--- config.mk ---
export PLATFORM = sky130hd
export DESIGN_NAME = pipeline_hazard_ctrl
export DESIGN_NICKNAME = d
export VERILOG_FILES = /design/src/rtl/pipeline_hazard_ctrl.sv
export SDC_FILE = /design/constraint.sdc
export NUM_CORES = 1
export LEC_CHECK = 0
export ABC_AREA = 1
export CAP_MARGIN = 30
export CORE_AREA = 3 3 97 99
export CTS_CLUSTER_DIAMETER = 120
export CTS_CLUSTER_SIZE = 24
export DETAILED_ROUTE_END_ITERATION = 10
export DIE_AREA = 0 0 100 102
export SYNTH_ARGS = -nofsm -noshare
export SYNTH_HDL_FRONTEND = slang
export SYNTH_SLANG_ARGS = --single-unit
--- constraint.sdc ---
create_clock -name clk_i -period 1.75 [get_ports clk_i]
set_input_delay 0.35 -clock clk_i [delete_from_list [all_inputs] [get_ports clk_i]]
set_output_delay 0.35 -clock clk_i [all_outputs]
set_load 0.03 [all_outputs]
--- src/rtl/pipeline_hazard_ctrl.sv ---
// Pipeline sequencing controller: per-latch enable/flush and PC enable from cache hits,
// load-use hazards, taken redirects and halt, with a data-memory wait FSM and stall counter.
module pipeline_hazard_ctrl #(
  parameter int REG_W = 5,
  parameter int CNT_W = 32
) (
  input  logic             clk_i,
  input  logic             rst_i,
  input  logic             ihit_i,
  input  logic             dhit_i,
  input  logic             mem_dreq_i,
  input  logic             mem_br_taken_i,
  input  logic             mem_jump_i,
  input  logic             mem_halt_i,
  input  logic             ex_dren_i,
  input  logic [REG_W-1:0] ex_wsel_i,
  input  logic [REG_W-1:0] de_rs_i,
  input  logic [REG_W-1:0] de_rt_i,
  input  logic             de_uses_rt_i,
  output logic             pc_en_o,
  output logic             fl_en_o,
  output logic             fl_flush_o,
  output logic             dl_en_o,
  output logic             dl_flush_o,
  output logic             el_en_o,
  output logic             el_flush_o,
  output logic             ml_en_o,
  output logic             ml_flush_o,
  output logic             halted_o,
  output logic [CNT_W-1:0] stall_cnt_o
);

  typedef enum logic [1:0] {
    RUN   = 2'd0,
    DWAIT = 2'd1,
    HALT  = 2'd2
  } state_e;

  // Latch index: 0 fetch, 1 decode, 2 execute, 3 memory.
  localparam int NLAT = 4;

  state_e           state_q, state_d;
  logic [CNT_W-1:0] stall_cnt_q, stall_cnt_d;

  logic             load_use;
  logic             redirect;
  logic             run_pc_en;
  logic [NLAT-1:0]  run_en;
  logic [NLAT-1:0]  run_flush;
  logic             pc_en;
  logic [NLAT-1:0]  lat_en;
  logic [NLAT-1:0]  lat_flush;
  logic             stall_inc;

  // A load writing $0 never produces a value the decode stage could be waiting on.
  assign load_use = ex_dren_i && (ex_wsel_i != '0) &&
                    ((ex_wsel_i == de_rs_i) || (de_uses_rt_i && (ex_wsel_i == de_rt_i)));
  assign redirect = mem_br_taken_i || mem_jump_i;

  // Redirect, load-use, ifetch miss and normal advance; shared by RUN and the DWAIT exit cycle.
  always_comb begin
    run_pc_en = 1'b0;
    run_en    = '0;
    run_flush = '0;
    if (redirect) begin
      run_pc_en = 1'b1;
      run_flush = 4'b0111;
      run_en    = 4'b1000;
    end else if (load_use) begin
      run_flush = 4'b0010;
      run_en    = 4'b1100;
    end else if (!ihit_i) begin
      run_flush = 4'b0001;
      run_en    = 4'b1110;
    end else begin
      run_pc_en = 1'b1;
      run_en    = 4'b1111;
    end
  end

  always_comb begin
    state_d   = state_q;
    pc_en     = 1'b0;
    lat_en    = '0;
    lat_flush = '0;
    case (state_q)
      RUN: begin
        if (mem_halt_i) begin
          state_d = HALT;
        end else if (redirect) begin
          pc_en     = run_pc_en;
          lat_en    = run_en;
          lat_flush = run_flush;
        end else if (mem_dreq_i && !dhit_i) begin
          state_d = DWAIT;
        end else begin
          pc_en     = run_pc_en;
          lat_en    = run_en;
          lat_flush = run_flush;
        end
      end
      DWAIT: begin
        if (dhit_i) begin
          state_d   = RUN;
          pc_en     = run_pc_en;
          lat_en    = run_en;
          lat_flush = run_flush;
        end
      end
      HALT: begin
        state_d = HALT;
      end
      default: begin
        state_d = RUN;
      end
    endcase
  end

  assign stall_inc = !pc_en && (state_q != HALT) && !mem_halt_i;

  always_comb begin
    stall_cnt_d = stall_cnt_q;
    if (stall_inc && (stall_cnt_q != {CNT_W{1'b1}})) begin
      stall_cnt_d = stall_cnt_q + 1'b1;
    end
  end

  always_ff @(posedge clk_i or posedge rst_i) begin
    if (rst_i) begin
      state_q     <= RUN;
      stall_cnt_q <= '0;
    end else begin
      state_q     <= state_d;
      stall_cnt_q <= stall_cnt_d;
    end
  end

  // Reset forces every control low even though the state already reads RUN.
  logic [NLAT-1:0] en_out;
  logic [NLAT-1:0] flush_out;

  generate
    for (genvar gi = 0; gi < NLAT; gi++) begin : g_lat
      assign en_out[gi]    = lat_en[gi] && !rst_i;
      assign flush_out[gi] = lat_flush[gi] && !rst_i;
    end
  endgenerate

  assign pc_en_o     = pc_en && !rst_i;
  assign fl_en_o     = en_out[0];
  assign fl_flush_o  = flush_out[0];
  assign dl_en_o     = en_out[1];
  assign dl_flush_o  = flush_out[1];
  assign el_en_o     = en_out[2];
  assign el_flush_o  = flush_out[2];
  assign ml_en_o     = en_out[3];
  assign ml_flush_o  = flush_out[3];
  assign halted_o    = (state_q == HALT);
  assign stall_cnt_o = stall_cnt_q;

endmodule

==> results of run 1 <==
path summary, 6_finish.rpt:
check                               start               to  cells after the start
setup / recovery               state_q[0]          pc_en_o                     10
setup reg to reg               state_q[0]  stall_cnt_o[17]                     14
max in group asynchronous           rst_i   stall_cnt_o[6]                      3
hold reg to reg            stall_cnt_o[5]   stall_cnt_o[5]                      2
min in group asynchronous           rst_i  stall_cnt_o[17]                      3
hold / removal                 mem_halt_i       state_q[1]                      3
worst register-to-register path: stages (launching register included):
cell and delay (ns):
sky130_fd_sc_hd__dfrtp_1 0.40, sky130_fd_sc_hd__inv_2 0.04, sky130_fd_sc_hd__nor2_1 0.08, sky130_fd_sc_hd__inv_1 0.07
sky130_fd_sc_hd__o21ai_2 0.17, sky130_fd_sc_hd__nand2_2 0.11, sky130_fd_sc_hd__o21ai_4 0.10, sky130_fd_sc_hd__buf_6 0.13
sky130_fd_sc_hd__nand2_4 0.05, sky130_fd_sc_hd__buf_8 0.13, sky130_fd_sc_hd__nand3_4 0.11, sky130_fd_sc_hd__buf_12 0.12
sky130_fd_sc_hd__clkbuf_16 0.15, sky130_fd_sc_hd__nand2_2 0.05, sky130_fd_sc_hd__nand2_1 0.08
state kept, by name, summed over array words and instances (netlist names):
name	cells
state_q	2
stall_cnt_o	32
repair_timing:
item,in CTS,in global routing
setup endpoints to repair,67,48
setup buffers,20,10
pin swaps,17,17
cloned,2,2
gates resized for setup,78,67
per-layer routing:
| metal | share of wire, % | track usage, % | up-vias | wire length (um) |
|---|---|---|---|---|
| met1 | 44 | 21.7 | 1434 | 3840 |
| li1 | - | - | 1491 | - |
| met3 | 4.7 | 2.59 | 13 | 406 |
| met5 | 0 | 0 | - | 0 |
| met2 | 50 | 29.0 | 59 | 4300 |
| met4 | 1.3 | 3.63 | 0 | 113 |
per-stage QoR:
stage / instances / setup slack [ns] / hold WS [ns] / util [%]
after floorplan: 393 / -0.101 / 0.299 / -
after global placement: 587 / -0.396 / 0.522 / 41.2
after global routing: 621 / -0.376 / 0.493 / 48.1
after detailed placement: 587 / -0.444 / 0.532 / 41.2
final: 621 / -0.249 / 0.474 / 48.1
after CTS: 614 / -0.217 / 0.467 / 45.3
layout make-up:
| class | instances | area [um2] | share of cell area (%) |
|---|---|---|---|
| Multi-Input combinational cell | 304 | 1710 | 41.1 |
| Timing Repair Buffer | 127 | 1220 | 29.4 |
| Sequential cell | 34 | 855 | 20.6 |
| Inverter | 41 | 160 | 3.85 |
| Tap cell | 108 | 135 | 3.25 |
| Clock buffer | 7 | 76.3 | 1.84 |
cell usage after synthesis, types with 2 or more instances:
master	instances	area share, %
sky130_fd_sc_hd__nand2_1	149	22
sky130_fd_sc_hd__nor2_1	46	6.7
sky130_fd_sc_hd__nand4_1	40	9.8
sky130_fd_sc_hd__dfrtp_1	34	33
sky130_fd_sc_hd__inv_1	34	5.0
sky130_fd_sc_hd__xor2_1	18	6.1
sky130_fd_sc_hd__nor3_1	11	2.1
sky130_fd_sc_hd__xnor2_1	10	3.4
sky130_fd_sc_hd__nand3_1	9	1.8
sky130_fd_sc_hd__inv_2	7	1.0
sky130_fd_sc_hd__buf_2	6	1.2
sky130_fd_sc_hd__nand2_2	5	1.2
sky130_fd_sc_hd__clkbuf_1	4	0.59
sky130_fd_sc_hd__a21oi_1	3	0.59
sky130_fd_sc_hd__buf_6	3	1.3
sky130_fd_sc_hd__o21ai_1	3	0.59
sky130_fd_sc_hd__nand3b_1	2	0.59
sky130_fd_sc_hd__nor2_4	2	0.88
logic make-up (layout without fill, tap and decap cells):
| family | after synthesis | after routing | synth area share (%) |
|---|---|---|---|
| simple gates | 267 | 267 | 45.8 |
| buf+inv | 55 | 175 | 9.37 |
| flops | 34 | 34 | 33.2 |
| xor+xnor | 28 | 28 | 9.56 |
| compound gates | 7 | 7 | 1.51 |
| fa+ha+maj | 1 | 1 | 0.488 |
| other cells | 1 | 1 | 0.146 |
where the power goes:
part	internal [uW]	switching [uW]
Combinational	88.8	114
Sequential	794	6.81
Clock	274	287
Total	1160	408
==> insert_results.sql, run 1 <==
INSERT INTO impl_metrics (metric_group, metric, value, unit) VALUES
('setup_path', 'worst_path_largest_cell_delay', '0.40', 'ns'),
('sta', 'timing.clock.skew', '0.00271', 'ns'),
('clock_tree', 'tritoncts.num_buffers', '5', ''),
('clock_tree', 'tritoncts', 'built', ''),
('yosys', 'synth.cell_area', '2560', 'um2'),
('sta', 'max_freq', '500', 'MHz'),
('yosys', 'synthesis.yosys.warnings', '0', ''),
('setup_path', 'cp_slowest_cell', 'sky130_fd_sc_hd__dfrtp_1', ''),
('layout', 'antenna_cells_inserted', '0', ''),
('sta', 'finalMaxSlewViolations', '0', ''),
('die', 'core-area', '8640', 'um2'),
('routing', 'drt-total-wl', '8660', 'um'),
('clock_tree', 'clock-root-buffer', 'sky130_fd_sc_hd__clkbuf_8', ''),
('sta', 'timing.final.crit_period', '2.00', 'ns'),
('clock_tree', 'cts.path.max_buffers', '2', ''),
('layout', 'layout_commonest_cell', 'sky130_fd_sc_hd__nand2_1', ''),
('sta', 'rsz_0062_raised_after_global_routing', 'yes', ''),
('job', 'cap_violations', '0', ''),
('yosys', 'synthesis.instances', '393', ''),
('yosys', 'syn-num-nets', '419', ''),
('setup_path', 'critPathKind', 'register to output port', ''),
('outcome', 'outcome', 'complete, but fails checks', ''),
('min_path', 'timing.hold.worst.class', 'input port to register', ''),
('yosys', 'postSynth.topFlopCell', 'sky130_fd_sc_hd__dfrtp_1', ''),
('setup_path', 'crit_buf_inv', '4', ''),
('clock_tree', 'cts_hold_buf', '0', ''),
('layout', 'final_cell_mix', '111 x sky130_fd_sc_hd__nand2_1, 52 x sky130_fd_sc_hd__buf_4, 40 x sky130_fd_sc_hd__nand4_1', ''),
('clock_tree', 'clkTransAtPathRegs', '0.07', 'ns'),
('clock_tree', 'worstSkewPairLatency', '0.29', 'ns'),
('die', 'die_x', '100', 'um'),
('global_route', 'grt_pass1_wl', '14000', 'um'),
('setup_path', 'crit_path_max_fanout', '3', ''),
('layout', 'synthToLayoutAreaGrowth', '62.0', '%'),
('setup_path', 'crit_top_cell', 'sky130_fd_sc_hd__buf_6', ''),
('routing', 'drtPass1Iterations', '4', ''),
('pwr', 'overall_power_consumption', '1560', 'uW'),
('die', 'start_util', '29.7', '%'),
('layout', 'num-nets-final', '539', ''),
('placement', 'hpwlAfterDp', '6160', 'um'),
('setup_path', 'timing.reg2reg.setup_slack', '-0.11', 'ns'),
('yosys', 'ys_seq_elements', '34', ''),
('sta', 'final.setup.tns', '-3.37', 'ns'),
('placement', 'gp_congestion', '0.961', ''),
('layout', 'drive_above_1_share', '30.2', '%'),
('layout', 'filler_cell_count', '869', ''),
('sta', 'setup_slack', '-0.249', 'ns'),
('sta', 'final_min_period_over_clock_period', '114', '%'),
('placement', 'placement.io_buffers', '65', ''),
('yosys', 'synth.lib_cells_used.distinct', '25', ''),
('yosys', 'synth_sequential_area_ratio', '33.2', '%'),
('die', 'ios', '67', ''),
('yosys', 'synth_async_sr_flop_share', '100', '%'),
('routing', 'number_of_vias_in_the_routed_layout', '2997', ''),
('pwr', 'power_density', '376', 'nW/um2'),
('pwr', 'irDropWorstVdd', '0.226', 'mV'),
('setup_path', 'worstPathCellList', 'inv_2 > nor2_1 > inv_1 > o21ai_2 > nand2_2 > o21ai_4 > buf_6 > nand2_4 > nor2_4 > buf_6', ''),
('routing', 'drt-initial-drc-count', '129', ''),
('routing', 'via_per_inst', '4.83', ''),
('routing', 'drc_errors', '0', ''),
('clock_tree', 'cts.htree.levels', '2', ''),
('global_route', 'pin_count_of_the_biggest_net_entering_global_routing', '35', ''),
('die', 'die-area', '10200', 'um2'),
('routing', 'wl_per_cell', '13.9', 'um'),
('clock_tree', 'cts_num_sinks', '34', ''),
('layout', 'post-route-cell-area', '4160', 'um2'),
('setup_path', 'required', '1.40', 'ns'),
('outcome', 'failed_checks', 'negative setup slack', ''),
('global_route', 'grt_pass1_vias', '2907', ''),
('setup_path', 'timing.critical_path.max_delay_family', 'flip-flops', ''),
('setup_path', 'timing.critical_path.to_type', 'output port', ''),
('global_route', 'total_routing_usage_reported_by_global_routing', '16.6', '%'),
('global_route', 'grt.overflow.total', '0', ''),
('setup_path', 'worstSetupStartpointType', 'register', ''),
('sta', 'final_hold_viol_count', '0', ''),
('pwr', 'power_leakage', '0.00229', 'uW'),
('die', 'rows', '34', ''),
('yosys', 'synth-edff-count', '0', ''),
('routing', 'drtAntennaViolNets', '0', ''),
('placement', 'dpl_cell_area', '3560', 'um2'),
('sta', 'timing.final.setup_violations', '35', ''),
('yosys', 'synth_area_per_cell', '6.53', 'um2'),
('global_route', 'grt_antenna_before_repair', '0', ''),
('die', 'floorplan.die.height', '102', 'um'),
('setup_path', 'timing.critical_path.arrival', '1.65', 'ns');
Power figures use the tool's default switching activity.
==> run 2, diff against run 1 <==
--- a/config.mk
+++ b/config.mk
@@ -6,12 +6,12 @@
 export NUM_CORES = 1
 export LEC_CHECK = 0
 export ABC_AREA = 1
-export CAP_MARGIN = 30
-export CORE_AREA = 3 3 97 99
+export CAP_MARGIN = 5
+export CORE_AREA = 3 3 106 108
 export CTS_CLUSTER_DIAMETER = 120
 export CTS_CLUSTER_SIZE = 24
 export DETAILED_ROUTE_END_ITERATION = 10
-export DIE_AREA = 0 0 100 102
+export DIE_AREA = 0 0 109 111
 export SYNTH_ARGS = -nofsm -noshare
 export SYNTH_HDL_FRONTEND = slang
 export SYNTH_SLANG_ARGS = --single-unit
==> run 2 against run 1 <==
Net effect:
- the flow still finishes with violations (negative setup slack)
- setup slack worse by 0.013 ns
- final area is 3.5% lower
- critical path type is now input port to output port
- critical path depth decreased by 2
- total power is 4.1% higher
- sequential share of layout area increased by 0.87 points
- count of clock-buffer cells in the layout is 1 higher
- via count shrank 0.77%
- combinational power is 6% higher
==> insert_results.sql, run 2 (synthesis results as in run 1) <==
INSERT INTO impl_metrics (metric_group, metric, value, unit) VALUES
('routing', 'amount_of_wire_on_met3_after_detailed_routing', '473', 'um'),
('setup_path', 'worstSetupStartpointType', 'input port', ''),
('placement', 'pre_cts_slack', '-0.484', 'ns'),
('sta', 'final_hold_viol_count', '0', ''),
('layout', 'num-nets-final', '536', ''),
('setup_path', 'worst_path_largest_cell_delay', '0.49', 'ns'),
('sta', 'timing.final.setup_violations', '8', ''),
('placement', 'dp.cells', '620', ''),
('sta', 'timing.clock.skew', '0.00488', 'ns'),
('pwr', 'irDropWorstVdd', '0.201', 'mV'),
('routing', 'number_of_vias_in_the_routed_layout', '2974', ''),
('global_route', 'pin_count_of_the_biggest_net_entering_global_routing', '35', ''),
('die', 'ios', '67', ''),
('die', 'start_util', '24.8', '%'),
('sta', 'rsz_0062_raised_after_global_routing', 'yes', ''),
('setup_path', 'crit_top_cell', 'sky130_fd_sc_hd__nand2_2', ''),
('routing', 'wl_per_cell', '13.3', 'um'),
('die', 'core-area', '10300', 'um2'),
('routing', 'drtAntennaViolNets', '0', ''),
('min_path', 'timing.hold.worst.class', 'input port to asynchronous set/reset pin', ''),
('pwr', 'overall_power_consumption', '1630', 'uW'),
('die', 'floorplan.die.height', '111', 'um'),
('setup_path', 'critPathKind', 'input port to output port', ''),
('clock_tree', 'tritoncts.num_buffers', '5', ''),
('global_route', 'grt_pass1_wl', '13400', 'um'),
('layout', 'synthToLayoutAreaGrowth', '56.4', '%'),
('sta', 'max_freq', '497', 'MHz'),
('routing', 'drt-total-wl', '8620', 'um'),
('job', 'cap_violations', '0', ''),
('sta', 'timing.final.crit_period', '2.01', 'ns'),
('sta', 'final_min_period_over_clock_period', '115', '%'),
('layout', 'final_cell_count_no_fill', '647', ''),
('setup_path', 'reg2reg_from', 'stall_cnt_o[1]', ''),
('setup_path', 'crit_path_max_fanout', '2', ''),
('die', 'die-area', '12100', 'um2'),
('clock_tree', 'tritoncts', 'built', ''),
('routing', 'drt-initial-drc-count', '128', ''),
('sta', 'final.setup.tns', '-1.53', 'ns'),
('layout', 'final_cell_mix', '137 x sky130_fd_sc_hd__nand2_1, 53 x sky130_fd_sc_hd__buf_4, 40 x sky130_fd_sc_hd__nand4_1', ''),
('global_route', 'grt.overflow.total', '0', ''),
('layout', 'drive_above_1_share', '27.0', '%'),
('layout', 'largest_register_ff_count', '32', ''),
('pwr', 'power_leakage', '0.00221', 'uW'),
('setup_path', 'worstSetupStartpoint', 'dhit_i', ''),
('outcome', 'failed_checks', 'negative setup slack', ''),
('global_route', 'grt_antenna_before_repair', '0', ''),
('layout', 'layout_commonest_cell', 'sky130_fd_sc_hd__nand2_1', ''),
('setup_path', 'required', '1.40', 'ns'),
('setup_path', 'timing.critical_path.to_type', 'output port', ''),
('routing', 'drc_errors', '0', ''),
('global_route', 'grt_pass1_vias', '2817', ''),
('placement', 'hpwlAfterDp', '6130', 'um'),
('placement', 'gp_congestion', '0.936', ''),
('routing', 'drtPass1Iterations', '6', ''),
('sta', 'setup_slack', '-0.263', 'ns'),
('outcome', 'outcome', 'complete, but fails checks', ''),
('setup_path', 'cp_slowest_cell', 'sky130_fd_sc_hd__clkdlybuf4s50_1', ''),
('pwr', 'power_density', '406', 'nW/um2'),
('sta', 'final_worst_hold_slack', '0.452', 'ns'),
('global_route', 'total_routing_usage_reported_by_global_routing', '13.6', '%'),
('clock_tree', 'clkTransAtPathRegs', '0.07', 'ns'),
('layout', 'filler_cell_count', '1057', ''),
('routing', 'routed_met1_length', '3580', 'um'),
('die', 'die_x', '109', 'um'),
('clock_tree', 'cts.path.max_buffers', '2', ''),
('clock_tree', 'worstSkewPairLatency', '0.29', 'ns'),
('clock_tree', 'clock-root-buffer', 'sky130_fd_sc_hd__clkbuf_8', ''),
('sta', 'finalMaxSlewViolations', '0', ''),
('routing', 'via_per_inst', '4.60', ''),
('setup_path', 'timing.critical_path.arrival', '1.66', 'ns'),
('clock_tree', 'cts.htree.levels', '2', ''),
('routing', 'top_signal_layer_used', 'met4', ''),
('routing', 'detailroute.wirelength.met2', '4400', 'um'),
('layout', 'antenna_cells_inserted', '0', ''),
('die', 'rows', '37', ''),
('setup_path', 'worstPathCellList', 'clkdlybuf4s50_1 > inv_2 > o21ai_2 > nand2_2 > nor3_4 > nand2_2 > nor2_2 > buf_6', ''),
('placement', 'placement.io_buffers', '65', ''),
('clock_tree', 'cts_num_sinks', '34', '');
-- run 2: stage by stage --
step                util, %  cell area, um2
floorplan                 -            2590
global placement       35.1            3620
detailed placement     35.1            3620
CTS                    37.0            3820
global route           38.9            4010
finish                 38.9            4010
-- run 2: worst max-delay path, delay by kind of cell --
family | cells | cell delay, ns
AOI/OAI and AO/OA | 1 | 0.15
buffers and inverters | 3 | 0.68
and+or+nand+nor | 4 | 0.48
-- run 2: worst paths after layout --
path,end,slack [ns],cells past startpoint
min in group clk_i,stall_cnt_o[31],0.54,2
worst max-delay path,fl_en_o,-0.26,8
max in group asynchronous,stall_cnt_o[4],0.94,3
worst min-delay path,state_q[1],0.45,3
worst max register to register,stall_cnt_o[23],0.08,12
worst min register to register,stall_cnt_o[31],0.54,2
-- run 2: power breakdown --
group	internal, uW	leakage (uW)	switching, uW
Sequential	793	0.000457	7.36
Clock	321	0.0000455	291
Combinational	100	0.00171	115
Total	1210	0.00221	414
-- run 2: repair_timing --
action                     CTS  global route
setup endpoints to repair   62            46
resized for setup           56            62
setup buffers               13             3
pin swaps                   12            24
gates cloned                 0             3
hold buffers                 0             0
-- run 2: metal layers --
metal	vias up	track usage, %
met5	-	0
met4	0	4.97
met3	14	2.45
met2	83	22.9
met1	1391	17.0
li1	1486	-
-- run 2: area by class of cell --
type,count,area [um2],area share (%)
Tap cell,136,170,4.24
Inverter,41,158,3.93
Sequential cell,34,860,21.4
Clock buffer,8,90.1,2.25
Multi-Input combinational cell,304,1620,40.5
Timing Repair Buffer,124,1110,27.7
==> run 3, diff against run 2 <==
--- a/config.mk
+++ b/config.mk
@@ -7,11 +7,13 @@
 export LEC_CHECK = 0
 export ABC_AREA = 1
 export CAP_MARGIN = 5
-export CORE_AREA = 3 3 106 108
+export CORE_AREA = 3 3 80 82
 export CTS_CLUSTER_DIAMETER = 120
 export CTS_CLUSTER_SIZE = 24
 export DETAILED_ROUTE_END_ITERATION = 10
-export DIE_AREA = 0 0 109 111
+export DIE_AREA = 0 0 83 85
+export PLACE_DENSITY = 0.76
+export SETUP_SLACK_MARGIN = 0.4
 export SYNTH_ARGS = -nofsm -noshare
 export SYNTH_HDL_FRONTEND = slang
 export SYNTH_SLANG_ARGS = --single-unit
==> run 3 against run 2 <==
Net effect:
- the run still ends with negative setup slack left
- maximum frequency fell by 2.2%
- final cell count decreased by 6.0%
- setup slack worse by 0.046 ns
- highest routed layer unchanged
- die area shrank 42%
- largest cell class unchanged
- via count increased by 14%
- total power grew 20%
- critical path depth is 1 higher
- core utilization increased by 40 points
- sequential share of layout area fell by 2.2 points
- sequential power barely moved
- largest power group is now the clock network
- non-clock buffer count rose by 22
==> insert_results.sql, run 3 (synthesis results as in run 1) <==
INSERT INTO impl_metrics (metric_group, metric, value, unit) VALUES
('min_path', 'holdPathEnd', 'state_q[0]', ''),
('setup_path', 'cp_slowest_cell', 'sky130_fd_sc_hd__dfrtp_1', ''),
('pwr', 'p_seq_share', '41.1', '%'),
('setup_path', 'timing.critical_path.to_type', 'output port', ''),
('setup_path', 'worstPathCellList', 'inv_2 > nor2_1 > inv_1 > o21ai_2 > nand2_2 > nor3_4 > nand2_4 > nor2_4 > buf_6', ''),
('min_path', 'hold_start', 'dhit_i', ''),
('die', 'die_x', '83', 'um'),
('pwr', 'power_density', '423', 'nW/um2'),
('placement', 'hpwlAfterDp', '6140', 'um'),
('setup_path', 'critPathKind', 'register to output port', ''),
('pwr', 'irDropWorstVdd', '0.355', 'mV'),
('min_path', 'timing.hold.worst.class', 'input port to register', ''),
('setup_path', 'critical_path.reg2reg.endpoint', 'stall_cnt_o[27]', ''),
('sta', 'final_min_period_over_clock_period', '118', '%'),
('global_route', 'pin_count_of_the_biggest_net_entering_global_routing', '33', ''),
('setup_path', 'worstSetupStartpointType', 'register', ''),
('layout', 'layout_commonest_cell', 'sky130_fd_sc_hd__nand2_1', ''),
('clock_tree', 'cts_hold_buf', '0', ''),
('pwr', 'power_leakage', '0.00233', 'uW'),
('setup_path', 'r2r_cells', '14', ''),
('outcome', 'outcome', 'complete, but fails checks', ''),
('global_route', 'grt_pass1_wl', '16500', 'um'),
('pwr', 'net-switching-power', '487', 'uW'),
('clock_tree', 'clock-root-buffer', 'sky130_fd_sc_hd__clkbuf_8', ''),
('layout', 'largest_register_ff_count', '32', ''),
('layout', 'num-nets-final', '558', ''),
('pwr', 'power.share.switching', '25.0', '%'),
('die', 'die-area', '7060', 'um2'),
('die', 'floorplan.die.height', '85', 'um'),
('clock_tree', 'clkTransAtPathRegs', '0.08', 'ns'),
('pwr', 'power.share.clock', '47.3', '%'),
('setup_path', 'worstSetupStartpoint', 'state_q[0]', ''),
('sta', 'setup_slack', '-0.308', 'ns'),
('layout', 'drive_above_1_share', '44.8', '%'),
('layout', 'synthToLayoutAreaGrowth', '79.5', '%'),
('global_route', 'grt_pass1_vias', '3387', ''),
('setup_path', 'timing.reg2reg.setup_slack', '-0.24', 'ns'),
('routing', 'wl_per_cell', '17.5', 'um'),
('global_route', 'grt.overflow.total', '0', ''),
('setup_path', 'crit_buf_inv', '3', ''),
('sta', 'final_hold_viol_count', '0', ''),
('sta', 'finalMaxSlewViolations', '0', ''),
('routing', 'drc_errors', '0', ''),
('clock_tree', 'cts.htree.levels', '2', ''),
('sta', 'max_freq', '486', 'MHz'),
('setup_path', 'timing.critical_path.arrival', '1.71', 'ns'),
('clock_tree', 'cts_num_sinks', '34', ''),
('job', 'cap_violations', '0', ''),
('layout', 'post-route-cell-area', '4600', 'um2'),
('pwr', 'share_comb_of_total_power', '11.5', '%'),
('layout', 'antenna_cells_inserted', '0', ''),
('global_route', 'grt_antenna_before_repair', '0', ''),
('routing', 'drt-initial-drc-count', '198', ''),
('sta', 'timing.final.setup_violations', '41', ''),
('sta', 'rsz_0062_raised_after_global_routing', 'yes', ''),
('routing', 'drtAntennaViolNets', '0', ''),
('setup_path', 'reg2reg_from', 'state_q[0]', ''),
('clock_tree', 'tritoncts', 'built', ''),
('die', 'core-area', '5820', 'um2'),
('clock_tree', 'cts.path.max_buffers', '2', ''),
('setup_path', 'timing.critical_path.max_delay_family', 'simple AND/OR/NAND/NOR gates', ''),
('setup_path', 'crit_path_max_fanout', '3', ''),
('setup_path', 'worst_path_largest_cell_delay', '0.39', 'ns'),
('min_path', 'min_delay_path_depth', '3', ''),
('global_route', 'total_routing_usage_reported_by_global_routing', '28.8', '%'),
('placement', 'dpl_cell_area', '3620', 'um2'),
('setup_path', 'required', '1.40', 'ns'),
('routing', 'number_of_vias_in_the_routed_layout', '3385', ''),
('sta', 'timing.final.crit_period', '2.06', 'ns'),
('routing', 'via_per_inst', '5.57', ''),
('clock_tree', 'worstSkewPairLatency', '0.30', 'ns'),
('die', 'rows', '28', ''),
('clock_tree', 'tritoncts.num_buffers', '5', ''),
('routing', 'drtPass1Iterations', '5', ''),
('sta', 'timing.clock.skew', '0.00502', 'ns'),
('die', 'start_util', '44.1', '%'),
('layout', 'final_cell_mix', '109 x sky130_fd_sc_hd__nand2_1, 47 x sky130_fd_sc_hd__buf_6, 40 x sky130_fd_sc_hd__nand4_1', ''),
('outcome', 'failed_checks', 'negative setup slack', ''),
('placement', 'gp_congestion', '0.927', ''),
('die', 'ios', '67', ''),
('pwr', 'intPower', '1460', 'uW'),
('routing', 'drt-total-wl', '10700', 'um'),
('sta', 'final_worst_hold_slack', '0.471', 'ns'),
('layout', 'filler_cell_count', '409', ''),
('layout', 'share_of_the_core_filled_with_cells', '79.2', '%'),
('placement', 'placement.io_buffers', '65', '');
[run 3: changes by cell type in the layout (fill, tap and decap cells not counted), sizes merged]
cell           delta
clkbuf           -11
dlygate4sd2      -19
clkdlybuf4s50     -6
buf              +58
clkdlybuf4s15     +4
dlymetal6s2s      -7
bufinv            +2
clkinv            +1
[run 3: layout make-up]
| cell class | instances | area [um2] | share of cell area (%) |
|---|---|---|---|
| Inverter | 41 | 163 | 3.53 |
| Clock buffer | 5 | 68.8 | 1.49 |
| Clock inverter | 3 | 68.8 | 1.49 |
| Multi-Input combinational cell | 304 | 1790 | 38.8 |
| Sequential cell | 34 | 885 | 19.2 |
| Timing Repair Buffer | 146 | 1540 | 33.4 |
| Tap cell | 75 | 93.8 | 2.04 |
[run 3: routing by layer]
layer | GRT usage [%] | up-vias | part of all wire [%]
li1 | - | 1539 | -
met1 | 33.7 | 1602 | 37
met2 | 51.8 | 203 | 51
met3 | 4.85 | 41 | 7.5
met4 | 12.3 | 0 | 4.4
met5 | 0 | - | 0
[run 3: tightest hold or removal path: cells and delay by family]
family | cells | cell delay, ns
buf+inv | 2 | 0.32
compound gates | 1 | 0.05
[run 3: worst max path at each step]
stage	cells after the start	end	slack (ns)
after global placement	8	dl_flush_o	-0.37
final	9	fl_en_o	-0.31
after detailed placement	13	pc_en_o	-0.40
after CTS	8	fl_en_o	-0.29
after floorplan	8	fl_en_o	-0.04
after global routing	7	pc_en_o	-0.38
[run 3: what timing repair did]
item                                    in CTS  in global routing
endpoints found under the setup margin      73                 56
gates resized for setup                    285                 82
pin swaps                                   56                 32
setup buffers                               31                  2
gates cloned                                 8                  0
[run 3: through the flow]
step           power [uW]  setup WS, ns  TNS [ns]  instances
6_report             1950        -0.308     -8.05        608
4_1_cts              1930        -0.291     -4.13        606
3_3_place_gp         1020        -0.367    -11.84        559
5_1_grt              1990        -0.381    -12.10        608
2_1_floorplan         910       -0.0429   -0.0786        393
3_5_place_dp         1030        -0.400    -14.04        559
[run 3: power groups by stage]
stage	clock network, uW	registers (uW)	logic, uW
global route	943	803	246
floorplan	0	834	76.9
CTS	915	801	209
detailed placement	0	817	211
finish	923	802	225
global placement	0	816	204
